$ cat src/rtl/renode_irq_event_queue.sv
`default_nettype none
// ============================================================================
// Module      : renode_irq_event_queue
// Description : Synchronises interrupt lines, detects changes per line using a
//               runtime mode (level / rising / falling / masked), coalesces
//               them into pending bits, arbitrates round-robin and buffers
//               {index, value} events in a first-word fall-through FIFO that
//               the Renode connection layer drains with valid/ready.
// Revision    : 1.0 - initial release
// ============================================================================
module renode_irq_event_queue #(
    parameter int InterruptsCount = 1,
    parameter int SyncStages      = 2,
    parameter int FifoDepth       = 4,
    localparam int IndexWidth     = $clog2((InterruptsCount > 1) ? InterruptsCount : 2),
    localparam int LevelWidth     = $clog2(FifoDepth + 1)
) (
    input  logic                         clk,
    input  logic                         rst,
    input  logic [InterruptsCount-1:0]   interrupts,
    input  logic [2*InterruptsCount-1:0] mode,
    output logic                         evt_valid,
    input  logic                         evt_ready,
    output logic [IndexWidth-1:0]        evt_index,
    output logic                         evt_value,
    output logic [InterruptsCount-1:0]   pending,
    output logic [LevelWidth-1:0]        fifo_level,
    output logic                         coalesced,
    input  logic                         coalesced_clear
);

    localparam int AddrWidth = $clog2(FifoDepth);
    localparam logic [LevelWidth-1:0] c_FULL_LEVEL = LevelWidth'(FifoDepth);

    // ------------------------------------------------------------------
    // Synchroniser chain; zero stages passes the raw lines straight through.
    // ------------------------------------------------------------------
    logic [InterruptsCount-1:0] sync_s;

    generate
        if (SyncStages == 0) begin : g_nosync
            assign sync_s = interrupts;
        end else begin : g_sync
            logic [InterruptsCount-1:0] stage_q [SyncStages];

            // Shift each line through SyncStages flops
            always_ff @(posedge clk or posedge rst) begin
                if (rst) begin
                    for (int k = 0; k < SyncStages; k++) stage_q[k] <= '0;
                end else begin
                    stage_q[0] <= interrupts;
                    for (int k = 1; k < SyncStages; k++) stage_q[k] <= stage_q[k-1];
                end
            end

            assign sync_s = stage_q[SyncStages-1];
        end
    endgenerate

    // ------------------------------------------------------------------
    // State
    // ------------------------------------------------------------------
    logic [InterruptsCount-1:0] prev_q;
    logic [InterruptsCount-1:0] pending_q, pending_d;
    logic [InterruptsCount-1:0] val_q, val_d;
    logic [IndexWidth-1:0]      ptr_q, ptr_d;
    logic [AddrWidth-1:0]       wr_ptr_q, rd_ptr_q;
    logic [LevelWidth-1:0]      count_q, count_d;
    logic                       coalesced_q, coalesced_d;
    logic [IndexWidth:0]        mem_q [FifoDepth];

    logic [InterruptsCount-1:0] event_w;
    logic                       grant_found;
    logic [IndexWidth-1:0]      grant_idx;
    logic                       grant;
    logic                       pop;
    logic                       coal_set;

    assign pop   = evt_valid & evt_ready;
    // A full FIFO still accepts a push when the head leaves in the same cycle
    assign grant = grant_found & ((count_q != c_FULL_LEVEL) | pop);

    // Per-line change detection filtered by the line's current mode
    always_comb begin
        event_w = '0;
        for (int i = 0; i < InterruptsCount; i++) begin
            case (mode[2*i +: 2])
                2'b00:   event_w[i] = sync_s[i] ^ prev_q[i];
                2'b01:   event_w[i] = (sync_s[i] ^ prev_q[i]) & sync_s[i];
                2'b10:   event_w[i] = (sync_s[i] ^ prev_q[i]) & ~sync_s[i];
                default: event_w[i] = 1'b0;
            endcase
        end
    end

    // Round-robin search for the first pending line at or after ptr
    always_comb begin : arb
        int idx;
        grant_found = 1'b0;
        grant_idx   = '0;
        idx         = 0;
        for (int k = 0; k < InterruptsCount; k++) begin
            idx = int'(ptr_q) + k;
            if (idx >= InterruptsCount) idx = idx - InterruptsCount;
            if (!grant_found && pending_q[idx]) begin
                grant_found = 1'b1;
                grant_idx   = IndexWidth'(idx);
            end
        end
    end

    // Pending/value update; a new event on the granted line re-arms it
    always_comb begin
        pending_d = pending_q;
        val_d     = val_q;
        coal_set  = 1'b0;
        for (int i = 0; i < InterruptsCount; i++) begin
            if (grant && (grant_idx == IndexWidth'(i))) begin
                pending_d[i] = 1'b0;
            end
            if (event_w[i]) begin
                if (pending_q[i] && !(grant && (grant_idx == IndexWidth'(i)))) begin
                    coal_set = 1'b1;
                end
                pending_d[i] = 1'b1;
                val_d[i]     = sync_s[i];
            end
        end
    end

    // Pointer, occupancy and sticky coalesced flag next-state
    always_comb begin
        ptr_d = ptr_q;
        if (grant) begin
            if (int'(grant_idx) == InterruptsCount - 1) ptr_d = '0;
            else                                        ptr_d = grant_idx + 1'b1;
        end
        count_d = count_q;
        if (grant && !pop)      count_d = count_q + 1'b1;
        else if (!grant && pop) count_d = count_q - 1'b1;
        coalesced_d = coalesced_q;
        if (coalesced_clear) coalesced_d = 1'b0;
        if (coal_set)        coalesced_d = 1'b1;
    end

    // Control state registers
    always_ff @(posedge clk or posedge rst) begin
        if (rst) begin
            prev_q      <= '0;
            pending_q   <= '0;
            val_q       <= '0;
            ptr_q       <= '0;
            wr_ptr_q    <= '0;
            rd_ptr_q    <= '0;
            count_q     <= '0;
            coalesced_q <= 1'b0;
        end else begin
            prev_q      <= sync_s;
            pending_q   <= pending_d;
            val_q       <= val_d;
            ptr_q       <= ptr_d;
            count_q     <= count_d;
            coalesced_q <= coalesced_d;
            if (grant) wr_ptr_q <= wr_ptr_q + 1'b1;
            if (pop)   rd_ptr_q <= rd_ptr_q + 1'b1;
        end
    end

    // FIFO storage; contents are only observable while occupied
    always_ff @(posedge clk) begin
        if (grant) mem_q[wr_ptr_q] <= {grant_idx, val_q[grant_idx]};
    end

    assign evt_valid  = (count_q != '0);
    assign evt_index  = evt_valid ? mem_q[rd_ptr_q][IndexWidth:1] : '0;
    assign evt_value  = evt_valid ? mem_q[rd_ptr_q][0] : 1'b0;
    assign pending    = pending_q;
    assign fifo_level = count_q;
    assign coalesced  = coalesced_q;

endmodule
`default_nettype wire

$ cat config.mk
export PLATFORM = sky130hd
export DESIGN_NAME = renode_irq_event_queue
export DESIGN_NICKNAME = d
export VERILOG_FILES = /design/src/rtl/renode_irq_event_queue.sv
export SDC_FILE = /design/constraint.sdc
export NUM_CORES = 1
export LEC_CHECK = 0
export BUFFER_PORTS_ARGS = -buffer_cell sky130_fd_sc_hd__buf_2
export CAP_MARGIN = 20
export CORE_ASPECT_RATIO = 1.2
export CORE_MARGIN = 2
export CORE_UTILIZATION = 30
export CTS_CLUSTER_DIAMETER = 80
export DETAILED_ROUTE_END_ITERATION = 6
export PLACE_DENSITY_LB_ADDON = 0.15
export SYNTH_ARGS = -nofsm -noshare
export SYNTH_HDL_FRONTEND = slang
export SYNTH_SLANG_ARGS = --single-unit
export TNS_END_PERCENT = 50
$ cat constraint.sdc
create_clock -name clk -period 2.31 [get_ports clk]
set_clock_uncertainty 0.1 [all_clocks]
set_input_delay 0.3465 -clock clk [delete_from_list [all_inputs] [get_ports clk]]
set_output_delay 0.3465 -clock clk [all_outputs]
set_load 0.01 [all_outputs]
==> results of run 1 <==
[final timing paths]
check                                            startpoint                           to  slack, ns  cells after the start
min in group asynchronous                               rst        coalesced$_DFFE_PP0P_       0.52                      3
worst max-delay path              fifo_level[1]$_DFFE_PP0P_    fifo_level[2]$_DFFE_PP0P_       0.13                      8
worst min-delay path                             interrupts  g_sync.stage_q[1]$_DFF_PP0_       0.06                      1
worst max register to register    fifo_level[1]$_DFFE_PP0P_    fifo_level[2]$_DFFE_PP0P_       0.13                      8
worst min register to register  g_sync.stage_q[1]$_DFF_PP0_             sync_s$_DFF_PP0_       0.26                      0
max in group asynchronous                               rst    fifo_level[1]$_DFFE_PP0P_       1.23                      3
[stage by stage]
step,hold slack (ns),instances
2_1_floorplan,0.1235,71
3_3_place_gp,0.2351,117
3_5_place_dp,0.2387,117
5_1_grt,0.02908,122
4_1_cts,0.05234,122
6_report,0.06469,122
[repair_timing]
item / in CTS / in global routing
resized for setup: 0 / 2
hold endpoints to repair: 13 / 0
hold buffers: 1 / 0
setup endpoints to repair: 0 / 1
[state kept, by name (all words and copies together), names as in the netlist, 2 cells and up]
signal and flops:
mem_q 4, wr_ptr_q 2, fifo_level 3, rd_ptr_q 2
[where the power goes]
part	total (µW)	switching [µW]	internal, µW
sequential	471	81.1	390
clock	156	89.1	67.0
combinational	359	166	193
total	987	336	651
[routing by layer]
| layer | track usage | up-vias |
|---|---|---|
| met2 | 0.1528 | 13 |
| met4 | 0.03846 | 0 |
| met1 | 0.1176 | 249 |
| met5 | 0 | - |
| met3 | 0.03081 | 0 |
| li1 | - | 263 |
[cells in the final DEF, fill, tap and decap left out]
cell type      synthesis  layout
a2bb2oi_1              1       1
clkbuf_4               0       3
nor2_1                 3       3
dfrtp_1               13      11
mux2_2                 1       1
xor2_1                 2       2
o21ai_1                1       1
a21oi_1                1       1
a21o_1                 2       2
o21ai_0                3       3
dlygate4sd3_1          0       1
buf_4                  1       1
mux4_2                 1       1
dfrtp_2                0       2
clkbuf_1               0       1
xnor2_1                3       3
xnor2_2                1       1
o32ai_2                1       1
buf_2                  0      13
conb_1                 1       1
nand2_2                1       1
and2_1                 5       5
fa_1                   1       1
edfxtp_1               4       4
nand2_1                3       3
nand3_1                1       1
ha_1                   8       8
nor2b_1                1       1
or3_4                  1       1
inv_1                  9       9
nor4b_2                1       1
[cells by family after synthesis]
kind of cell	after synthesis
AOI/OAI and AO/OA	9
other	1
muxes	2
DFF	17
buffers and inverters	11
and+or+nand+nor	16
xor gates and xnor gates	6
adders and majority gates	9
[cell type report]
type                    instances  share of cell area
well taps                      34             0.04198
repair buffers                 15             0.08148
inverters                       9             0.03333
multi-input cells              43              0.3753
flip-flops and latches         17              0.4420
clock buffers                   4             0.02593
==> parameters.txt, run 1 <==
Parameter                              Value

Timing
  Setup_tns ... 0 ns
  Minimum setup slack in the final design ... 0.1255 ns
  Fmax ... 457.8 MHz
  Final-report max-slew violation count ... 0
  Final critical path time including I/O delays and setup ... 2.185 ns
  Final-report setup violation count ... 0
  Final hold viol count ... 0
  Share of the clock period used by the worst path ... 0.9457

Place
  Final GP Congestion ... 0.7378
  Pre-CTS WS ... 0.1281 ns
  Port-buffer cells ... 13
  Half-perimeter wire length of the detailed placement result ... 1.059 mm
  Placed instance area ... 974.7 µm²

Routing
  Initial DRC count ... 8
  Wire length on met2 ... 648 µm
  Detailed-routing wirelength on met1 ... 601 µm
  Via Count ... 525
  Number of DRC violations after detailed routing ... 0
  Total routed wirelength ... 1.315 mm
  Number of detailed-route iterations in the first pass ... 4
  Met3 routed WL ... 65 µm
  Via density ... 4.303
  Routed wire per std cell ... 10.78 µm
  Number of nets still failing antenna checks after routing ... 0
  Top layer in use ... met3

Setup path
  Max FO, Critical Path ... 5
  CP Data Required Time ... 2.42 ns
  Library cell contributing the largest single delay on the critical path ... dfrtp_2
  Critical path, cell by cell ... or3_4 > nand2_2 > ha_1 > inv_1 > fa_1 > xor2_1 > nor2_1 > xor2_1
  Cell type with the highest occurrence count on the critical path ... xor2_1
  Category of the worst setup path capture point ... flop
  Largest delay share family, worst path ... simple AND/OR/NAND/NOR gates
  Number of buffer and inverter instances along the worst setup path ... 1
  Critical Path Source Type ... flop
  Worst Path Class, Setup ... flop to flop
  Peak per-stage delay on the critical path ... 0.45 ns
  Data arrival time of the worst path ... 2.30 ns

Die
  Die W ... 53.40 µm
  Core box area ... 2785 µm²
  Placement row count ... 21
  Initial standard-cell utilization of the core ... 0.3154
  Die Area ... 3379 µm²
  IO Count ... 15
  Die span in y ... 63.28 µm

Power
  Total power divided by cell area ... 973.7 nW/µm²
  Pwr Total ... 986.8 µW
  P_leak ... 0.0004692 µW
  Peak supply drop ... 0.3192 mV

Layout
  Utilization of the core after routing ... 0.3639
  Final net count ... 105
  Filler cells ... 288
  Antenna cell count ... 0
  Share of layout cells above drive strength 1 ... 0.2955
  Cell area after layout ... 1013 µm²
  Area added between synthesis and finish ... 15.38%
  Storage cell area ... 447.9 µm²
  Area of the multi-input gates ... 380.4 µm²

Synthesis
  Adder-cell area share of the yosys netlist ... 0.1368
  Compound-Gate Fraction of Synth Area ... 0.07407
  Multiplexer area fraction after synthesis ... 0.03846
  Top cells by area, synth ... dfrtp_1 (37%), edfxtp_1 (14%), ha_1 (11%), inv_1 (3.8%), and2_1 (3.6%)
  Synthesized area ... 878.3 µm²
  Number of synthesized register bits ... 17
  Register area share after synthesis ... 0.5071
  Number of unique standard cell types used by synthesis ... 27
  Fraction of registers with async set or reset after synthesis ... 0.7647
  Most common flop cell mapped by yosys ... dfrtp_1
  Synthesis Warnings ... 0
  Most frequent cells after synthesis ... dfrtp_1 (13), inv_1 (9), ha_1 (8), and2_1 (5), edfxtp_1 (4)
  Library cell with the highest instance count after synthesis ... dfrtp_1
  Largest area contributor in the synthesized netlist ... dfrtp_1
  Post-synthesis instance total ... 71
  Dominant combinational cell family by area after synthesis ... adder cells
  Post-synth net total ... 87
  Area share of the leading cell type in the synthesized netlist ... 0.3704
  Mapped Avg Cell Area ... 12.37 µm²
  Post-Synth XOR/XNOR Area ... 0.06838
  Post-synth EDFFs ... 4
  Simple-gate portion of the synthesized area ... 0.1111

Clocking
  Reg clk slew, reported paths ... 0.09 ns
  Clock tree root buffer cell ... clkbuf_4
  Clock tree from TritonCTS ... done
  Postcts setup bufs ... 0
  Later-pin clock latency in the skew report ... 0.28 ns
  TritonCTS Buffers ... 3
  Number of buffers on the longest clock path ... 2
  CTS H-tree lvls ... 1
  CTS sink count ... 17

Global route
  Pin count of the biggest net entering global routing ... 14
  Global-route usage over all layers ... 0.09613
  Overflow after GRT ... 0
  Number of global-route vias before repair ... 543
  Antenna violations before repair ... 0
  First-pass GRT wire length ... 2.352 mm

Run status
  Outcome ... finished clean

Worst hold path
  Class of the worst hold path ... primary input to flop

Job
  Max-capacitance violation count ... 0
Note: power is estimated with default switching activity, not from simulation.
==> run 2: changes to the inputs <==
--- a/config.mk
+++ b/config.mk
@@ -9,7 +9,7 @@
 export CAP_MARGIN = 20
 export CORE_ASPECT_RATIO = 1.2
 export CORE_MARGIN = 2
-export CORE_UTILIZATION = 30
+export CORE_UTILIZATION = 53
 export CTS_CLUSTER_DIAMETER = 80
 export DETAILED_ROUTE_END_ITERATION = 6
 export PLACE_DENSITY_LB_ADDON = 0.15
==> run 2 against run 1 <==
Effect of this change:
- design area shrank 2.2%
- clock power is essentially flat
- sequential power is essentially flat
- global-route usage grew 5.4 points
- sequential cell count is the same
- via count grew 1.7%
- maximum frequency shrank 0.29%
- clock-buffer cell count is the same
- register-to-register slack is essentially flat
- highest routed layer is now met4
==> parameters.txt, run 2 (synthesized netlist as in run 1, its figures left out) <==
Parameter                              Value

Clocking
  Number of buffers on the longest clock path ... 2 (unchanged)
  TritonCTS Buffers ... 3 (unchanged)
  CTS sink count ... 17 (unchanged)
  Clock tree from TritonCTS ... done
  Later-pin clock latency in the skew report ... 0.29 ns (about the same)
  Number of gates resized after CTS ... 0 (unchanged)
  CTS H-tree lvls ... 1 (unchanged)
  Clock tree root buffer cell ... clkbuf_4
  Reg clk slew, reported paths ... 0.09 ns (about the same)

Timing
  Minimum setup slack in the final design ... 0.1192 ns (-0.006294 ns)
  Setup repair after global routing missed its margin ... no
  Setup_tns ... 0 ns (unchanged)
  Fmax ... 456.5 MHz (-0.29%)
  Final-report max-slew violation count ... 0 (unchanged)
  Final worst hold slack ... 0.05968 ns (-0.005015 ns)
  Final critical path time including I/O delays and setup ... 2.191 ns (+0.006294 ns)
  Share of the clock period used by the worst path ... 0.9484 (+0.002725)
  Final-report setup violation count ... 0 (unchanged)
  Final hold viol count ... 0 (unchanged)

Global route
  Number of global-route vias before repair ... 523 (-3.7%)
  Overflow after GRT ... 0 (unchanged)
  Antenna violations before repair ... 0 (unchanged)
  Global-route usage over all layers ... 0.1505 (+0.05440)
  Pin count of the biggest net entering global routing ... 14 (unchanged)
  First-pass GRT wire length ... 2.042 mm (-13%)

Setup path
  Logic depth of the worst register-to-register path ... 8 (unchanged)
  Library cell contributing the largest single delay on the critical path ... dfrtp_1
  Critical path, cell by cell ... or3_4 > nand2_2 > ha_1 > inv_1 > fa_1 > xor2_1 > nor2_1 > xor2_1
  CP Data Required Time ... 2.43 ns (about the same)
  Number of buffer and inverter instances along the worst setup path ... 1 (unchanged)
  Worst flop-to-flop path startpoint ... fifo_level[0]$_DFFE_PP0P_
  Register-to-register setup slack ... 0.12 ns (about the same)
  Reg2reg end ... fifo_level[2]$_DFFE_PP0P_
  Worst Path Class, Setup ... flop to flop
  Category of the worst setup path capture point ... flop
  Peak per-stage delay on the critical path ... 0.46 ns (about the same)
  Data arrival time of the worst path ... 2.31 ns (about the same)
  Max FO, Critical Path ... 5 (unchanged)
  Cell type with the highest occurrence count on the critical path ... xor2_1
  Largest delay share family, worst path ... simple AND/OR/NAND/NOR gates
  Critical Path Source Type ... flop

Routing
  Total routed wirelength ... 1.251 mm (-4.9%)
  Via Count ... 534 (+1.7%)
  Initial DRC count ... 1 (-7)
  Number of detailed-route iterations in the first pass ... 2 (-2)
  Routed wire per std cell ... 11.80 µm (+9.5%)
  Number of nets still failing antenna checks after routing ... 0 (unchanged)
  Number of DRC violations after detailed routing ... 0 (unchanged)
  Via density ... 5.038 (+17%)

Worst hold path
  Cell depth of the worst min-delay path ... 1 (unchanged)
  Capture endpoint of the worst hold path ... g_sync.stage_q[1]$_DFF_PP0_
  Min-delay src ... interrupts
  Class of the worst hold path ... primary input to flop

Place
  Port-buffer cells ... 13 (unchanged)
  Placed cells ... 101 (-14%)
  Pre-CTS WS ... 0.1314 ns (+0.003277 ns)
  Final GP Congestion ... 0.7358 (-0.27%)
  Half-perimeter wire length of the detailed placement result ... 986.3 µm (-6.9%)

Layout
  Commonest non-fill, non-tap cells in the layout ... dfrtp_1 (13), buf_2 (13), inv_1 (9)
  Share of layout cells above drive strength 1 ... 0.2727 (-0.02273)
  Antenna cell count ... 0 (unchanged)
  Final net count ... 105 (unchanged)
  Final Non-Filler Cells ... 106 (-13%)
  Filler cells ... 129 (-55%)
  Area added between synthesis and finish ... 12.82%
  Largest register FFs ... 4 (unchanged)
  Largest Register ... mem_q

Power
  P_leak ... 0.0004712 µW (+0.43%)
  Peak supply drop ... 0.5029 mV (+58%)
  Pwr Total ... 987.1 µW (about the same)
  Total power divided by cell area ... 996.1 nW/µm² (+2.3%)

Die
  Placement row count ... 16 (-24%)
  Die W ... 41.16 µm (-23%)
  IO Count ... 15 (unchanged)
  Die Area ... 2000 µm² (-41%)
  Core box area ... 1602 µm² (-42%)
  Initial standard-cell utilization of the core ... 0.5484 (+0.2331)
  Die span in y ... 48.60 µm (-23%)

Job
  Max-capacitance violation count ... 0 (unchanged)

Run status
  Outcome ... finished clean
## run 2: cell count changes in the layout (fill, tap and decap cells not counted)
cell and change:
dfrtp_1 +2, dfrtp_2 -2
## run 2: worst max-delay path by stage
stage	from	endpoint	slack [ns]	cells past startpoint
6_report	fifo_level[0]$_DFFE_PP0P_	fifo_level[2]$_DFFE_PP0P_	0.12	8
3_3_place_gp	fifo_level[0]$_DFFE_PP0P_	fifo_level[2]$_DFFE_PP0P_	0.19	8
2_1_floorplan	fifo_level[1]$_DFFE_PP0P_	fifo_level[2]$_DFFE_PP0P_	0.17	8
5_1_grt	fifo_level[0]$_DFFE_PP0P_	fifo_level[2]$_DFFE_PP0P_	0.01	8
3_5_place_dp	fifo_level[0]$_DFFE_PP0P_	fifo_level[2]$_DFFE_PP0P_	0.13	8
4_1_cts	fifo_level[0]$_DFFE_PP0P_	fifo_level[2]$_DFFE_PP0P_	0.10	8
## run 2: what timing repair did
action / CTS / global route
hold buffers: 1 / 0
endpoints found under the hold margin: 13 / 0
buffers inserted: 0 / 0
## run 2: worst register-to-register path, delay by kind of cell (launching register included)
kind / cells / cell delay [ns]
adders and majority gates: 2 / 0.57
xor gates and xnor gates: 2 / 0.31
buffers and inverters: 1 / 0.07
DFF: 1 / 0.46
and+or+nand+nor: 3 / 0.61
## run 2: metrics by stage
stage | utilization | area (µm²)
floorplan | - | 878.3
global placement | 0.5961 | 954.7
detailed placement | 0.5961 | 954.7
CTS | 0.6188 | 991.0
global route | 0.6188 | 991.0
finish | 0.6188 | 991.0
## run 2: cell type report
cell class              count  area [µm²]  area share
inverters                   9       33.78     0.03409
repair buffers             15       82.58     0.08333
multi-input cells          43       380.4      0.3838
well taps                  18       22.52     0.02273
flip-flops and latches     17       445.4      0.4495
clock buffers               4       26.28     0.02652
## run 2: power by group
part	switching (µW)	internal, µW
combinational	168	194
clock	87.9	67.1
sequential	83.8	387
total	340	648
## run 2: routing by layer
layer	vias up	wire length, µm	global-route usage
met4	0	30	0.06452
met5	-	0	0
li1	266	-	-
met3	5	55	0.04128
met2	13	657	0.2526
met1	250	507	0.1656
